<file path="src/rtl/fetch_stage.sv">
// Fetch stage + IF/ID register: PC drives Instr_Addr, fetched word lands in IF/ID one edge later; freezes on END (3'b111).
// Obeys stall enables and EX branch flush; optional perf counters under FETCH_PERF_CNT_EN.
module fetch_stage #(
  parameter int          PC_W     = 10,
  parameter int          INSTR_W  = 24,
  parameter int unsigned RESET_PC = 0
) (
  input  logic               clk,
  input  logic               reset,
  input  logic               PC_WriteEn,
  input  logic               IFID_WriteEn,
  input  logic               Branch_Taken,
  input  logic [PC_W-1:0]    Branch_Target,
  input  logic [INSTR_W-1:0] Instr_In,
  output logic [PC_W-1:0]    Instr_Addr,
  output logic [INSTR_W-1:0] IFID_Instr,
  output logic [PC_W-1:0]    IFID_PC1,
  output logic               IFID_Valid,
  output logic               Halted,
  output logic [31:0]        Fetch_Count,
  output logic [31:0]        Stall_Count
);

  typedef enum logic {ST_RUN, ST_HALT} state_t;

  state_t             state_q, state_d;
  logic [PC_W-1:0]    pc_q, pc_d, pc_inc;
  logic [PC_W-1:0]    pc1_q, pc1_d;
  logic [INSTR_W-1:0] instr_q, instr_d;
  logic               valid_q, valid_d;
  logic               end_op;
  logic               ifid_load;

`ifdef FETCH_PERF_CNT_EN
  logic [31:0] fetch_cnt_q, fetch_cnt_d;
  logic [31:0] stall_cnt_q, stall_cnt_d;
`endif

  always_comb begin
    pc_inc    = pc_q + PC_W'(1);
    end_op    = (Instr_In[INSTR_W-1 -: 3] == 3'b111);
    ifid_load = 1'b0;
    state_d   = state_q;
    pc_d      = pc_q;
    pc1_d     = pc1_q;
    instr_d   = instr_q;
    valid_d   = valid_q;

    if (Branch_Taken) begin
      // Redirect wins over stalls and also pulls a wrong-path END out of HALT.
      pc_d    = Branch_Target;
      instr_d = '0;
      pc1_d   = '0;
      valid_d = 1'b0;
      state_d = ST_RUN;
    end else if (state_q == ST_RUN) begin
      if (IFID_WriteEn) begin
        ifid_load = 1'b1;
        instr_d   = Instr_In;
        pc1_d     = pc_inc;
        valid_d   = 1'b1;
        if (end_op) state_d = ST_HALT;
      end
      if (PC_WriteEn && !(IFID_WriteEn && end_op)) pc_d = pc_inc;
    end
  end

`ifdef FETCH_PERF_CNT_EN
  always_comb begin
    fetch_cnt_d = fetch_cnt_q;
    stall_cnt_d = stall_cnt_q;
    if (state_q == ST_RUN) begin
      if (ifid_load) fetch_cnt_d = fetch_cnt_q + 32'd1;
      if (!Branch_Taken && !PC_WriteEn) stall_cnt_d = stall_cnt_q + 32'd1;
    end
  end
`endif

  always_ff @(posedge clk) begin
    if (reset) begin
      state_q     <= ST_RUN;
      pc_q        <= PC_W'(RESET_PC);
      pc1_q       <= '0;
      instr_q     <= '0;
      valid_q     <= 1'b0;
`ifdef FETCH_PERF_CNT_EN
      fetch_cnt_q <= '0;
      stall_cnt_q <= '0;
`endif
    end else begin
      state_q     <= state_d;
      pc_q        <= pc_d;
      pc1_q       <= pc1_d;
      instr_q     <= instr_d;
      valid_q     <= valid_d;
`ifdef FETCH_PERF_CNT_EN
      fetch_cnt_q <= fetch_cnt_d;
      stall_cnt_q <= stall_cnt_d;
`endif
    end
  end

  assign Instr_Addr = pc_q;
  assign IFID_Instr = instr_q;
  assign IFID_PC1   = pc1_q;
  assign IFID_Valid = valid_q;
  assign Halted     = (state_q == ST_HALT);

`ifdef FETCH_PERF_CNT_EN
  assign Fetch_Count = fetch_cnt_q;
  assign Stall_Count = stall_cnt_q;
`else
  assign Fetch_Count = '0;
  assign Stall_Count = '0;
`endif

endmodule

</file>
<file path="config.mk">
export PLATFORM = sky130hd
export DESIGN_NAME = fetch_stage
export DESIGN_NICKNAME = d
export VERILOG_FILES = /design/src/rtl/fetch_stage.sv
export SDC_FILE = /design/constraint.sdc
export NUM_CORES = 1
export LEC_CHECK = 0
export ABC_CLOCK_PERIOD_IN_PS = 3000
export BUFFER_PORTS_ARGS = -buffer_cell sky130_fd_sc_hd__buf_4
export CAP_MARGIN = 15
export CORE_AREA = 2 2 96 61
export CTS_CLUSTER_SIZE = 24
export DETAILED_ROUTE_END_ITERATION = 10
export DIE_AREA = 0 0 98 63
export PLACE_DENSITY = 0.89
export SLEW_MARGIN = 20
export SYNTH_ARGS = -nofsm -noshare
export SYNTH_HDL_FRONTEND = slang
export SYNTH_SLANG_ARGS = --single-unit
</file>
<file path="constraint.sdc">
create_clock -name clk -period 3 [get_ports clk]
set_input_delay 0.3 -clock clk [delete_from_list [all_inputs] [get_ports clk]]
set_output_delay 0.3 -clock clk [all_outputs]
set_load 0.01 [all_outputs]
</file>
==> qor.csv <==
metric,value,unit
status,finished clean,
cts_root_buffer,clkbuf_8,
rsz0062_at_grt,false,
ir_drop,0.229,mV
first_pass_iters,4,
switching_power,0.350,mW
reg2reg_to,Instr_Addr[9],
worstSkewPairLatency,0.29,ns
drt-wirelength-per-cell,11.9,um
coreArea,0.00533,mm^2
use_met3,5.82,%
worstSetupStartpointType,register,
max_stage_delay,0.54,ns
fin_setup_tns,0,ns
crit_path_cell_trace,"nand3_4, or4_1, or3_1, a311oi_1",
io_buffers,84,
synth.avg_cell_area,8.02,um^2
r2r-start,Instr_Addr[2],
hold_violations,0,
r2r_slack,1.15,ns
p_seq_share,52.5,%
drive_gt1_share,25.9,%
cts_buffer_depth,2,
swShare,27.6,%
synth-edff-count,0,
placedCellCount,432,
ys_top_cells_by_area,"dfxtp_1, buf_4, nand2_1",
synth_cell_types,29,
drt_iter0_drc,106,
cap_violations,0,
drt-vias-per-instance,4.34,
yosysTopAreaCell,dfxtp_1,
leakage,1.32,nW
synth_mux_area_share,0,%
cts_sinks,46,
gr-total-overflow,0,
place_hpwl,4020,um
cts_hold_buf,0,
grt_max_degree,45,
worstRegToRegCells,4,
synth-adder-area-share,0.529,%
start_util,44.4,%
synthXorXnorAreaFrac,5.92,%
track_usage,16.8,%
p_comb_share,17.6,%
numCtsBuffers,5,
io_pins,149,
synth.cell_area,0.00237,mm^2
dieArea,0.00617,mm^2
ys_seq_elements,46,
dieHeight,63,um
skew,0.00458,ns
synth-compound-area-share,12.9,%
first_global_vias,1818,
dpl-instance-area,0.00279,mm^2
ctsResizeCount,0,
crit_type,reg2reg,
critPathArrivalTime,2.05,ns
slew_violations,0,
nFillCells,527,
setup_violations,0,
gp_congestion,0.893,
path_clk_slew,0.08,ns
fmax,0.541,GHz
clkPwrFrac,30.0,%
cp_slowest_cell,dfxtp_1,
post-place-ws,1.16,ns
post-cts-setup-buffer-count,0,
ys_seq_area_share,38.9,%
path_buf_inv,0,
top_usage_layer,met2,
drc,0,
grt_antenna_before_repair,0,
use_met2,28.3,%
postRouteAntennaNets,0,
fin_area,0.00288,mm^2
end_kind,register,
worst_pin_slew,0.938,ns
final_util,54.0,%
htreeDepth,2,
crit_path_end,Instr_Addr[9],
antenna_cells,0,
synthSimpleGateAreaFrac,17.9,%
syn_to_final_growth,21.6,%
grt_util_met1,21.3,%
ys.flop_type,dfxtp_1,
p_int,0.917,mW
path_depth,4,
synth_cells,295,
grt_first_pass_wirelength,8510,um
fin_nets,410,
yosys-top-cells-count,"buf_4, nand2_1, dfxtp_1",
critPathRequiredTime,3.20,ns
maxSlewHeadroom,37.5,%
stdcell_count,440,
critPathMaxFanout,8,
vias,1908,
async_flop_share,0,%
synth_top_family_by_area,buffers and inverters,
min_period,1.85,ns
yosysMostFrequentCell,buf_4,
cp-startpoint,Instr_Addr[2],
hold_path.class,in2reg,
cts_tree,built,
synth_top_area_share,38.9,%
critPathTopFamily,simple AND/OR/NAND/NOR gates,
fp.dieW,98,um
fin_crit_sh,61.6,%
drt-total-wl,5240,um
fin_ws,1.15,ns
ys.warnings.count,0,
num_rows,21,
power_density,440,mW/mm^2
[layout by cell type (no fill, tap or decap), types with 2 or more instances in the layout]
master	synthesis	final
conb_1	1	64
dfxtp_1	46	46
nor2_1	22	22
a21oi_1	30	30
xnor2_1	12	12
inv_1	3	3
a211oi_1	12	12
o21ai_0	6	6
nor4_1	5	5
nand3_1	5	5
a311oi_1	2	2
xor2_1	4	4
clkbuf_8	0	6
nand2_1	54	54
buf_4	65	85
[registers in the layout, indices dropped and copies added (netlist names)]
register	flops
Halted	1
Instr_Addr	10
IFID_Valid	1
IFID_PC1	10
IFID_Instr	24
[worst min-delay path, delay by kind of cell]
| family | cells | cell delay (ns) |
|---|---|---|
| buffers and inverters | 1 | 0.11 |
| and+or+nand+nor | 1 | 0.05 |
| AOI/OAI and AO/OA | 1 | 0.05 |
[cell type report]
type | count | area (um^2) | area share (%)
Multi-Input combinational cell | 228 | 1130 | 39.1
Sequential cell | 46 | 921 | 32.0
Timing Repair Buffer | 85 | 638 | 22.2
Clock buffer | 7 | 86.3 | 3.00
Tap cell | 69 | 86.3 | 3.00
Inverter | 4 | 15.0 | 0.522
Clock inverter | 1 | 5.00 | 0.174
[worst min-delay path by stage]
stage	startpoint	end	slack, ns	cells past startpoint
floorplan	Instr_In[0]	IFID_Instr[0]	0.44	2
global placement	IFID_Instr[18]	IFID_Instr[18]	0.44	2
detailed placement	IFID_Instr[13]	IFID_Instr[13]	0.45	2
CTS	Instr_In[13]	IFID_Instr[13]	0.24	3
global route	Instr_In[11]	IFID_Instr[11]	0.24	3
finish	Instr_In[3]	IFID_Instr[3]	0.26	3
[through the flow]
step                      hold slack [ns]  power [mW]
after global placement              0.442       0.896
final                               0.258        1.27
after detailed placement            0.449       0.901
after floorplan                     0.436       0.863
after CTS                           0.243        1.29
after global routing                0.237        1.34
[kinds of logic (layout without fill, tap and decap cells)]
family | after synthesis | in the layout
and+or+nand+nor | 95 | 95
buffers and inverters | 84 | 97
AOI/OAI and AO/OA | 52 | 52
DFF | 46 | 46
xor gates and xnor gates | 16 | 16
adders and majority gates | 1 | 1
other | 1 | 64
[metal layers]
layer | vias up | wire length (um)
met5 | - | 0
met4 | 0 | 0
met3 | 0 | 395
met2 | 71 | 2530
met1 | 848 | 2310
li1 | 989 | -
[power groups by stage]
stage	clock (mW)	combinational, mW	sequential [mW]
2_1_floorplan	0	0.176	0.686
3_3_place_gp	0	0.219	0.677
3_5_place_dp	0	0.221	0.680
4_1_cts	0.399	0.222	0.666
5_1_grt	0.429	0.246	0.670
6_report	0.380	0.223	0.665
Note: power is estimated with default switching activity, not from simulation.
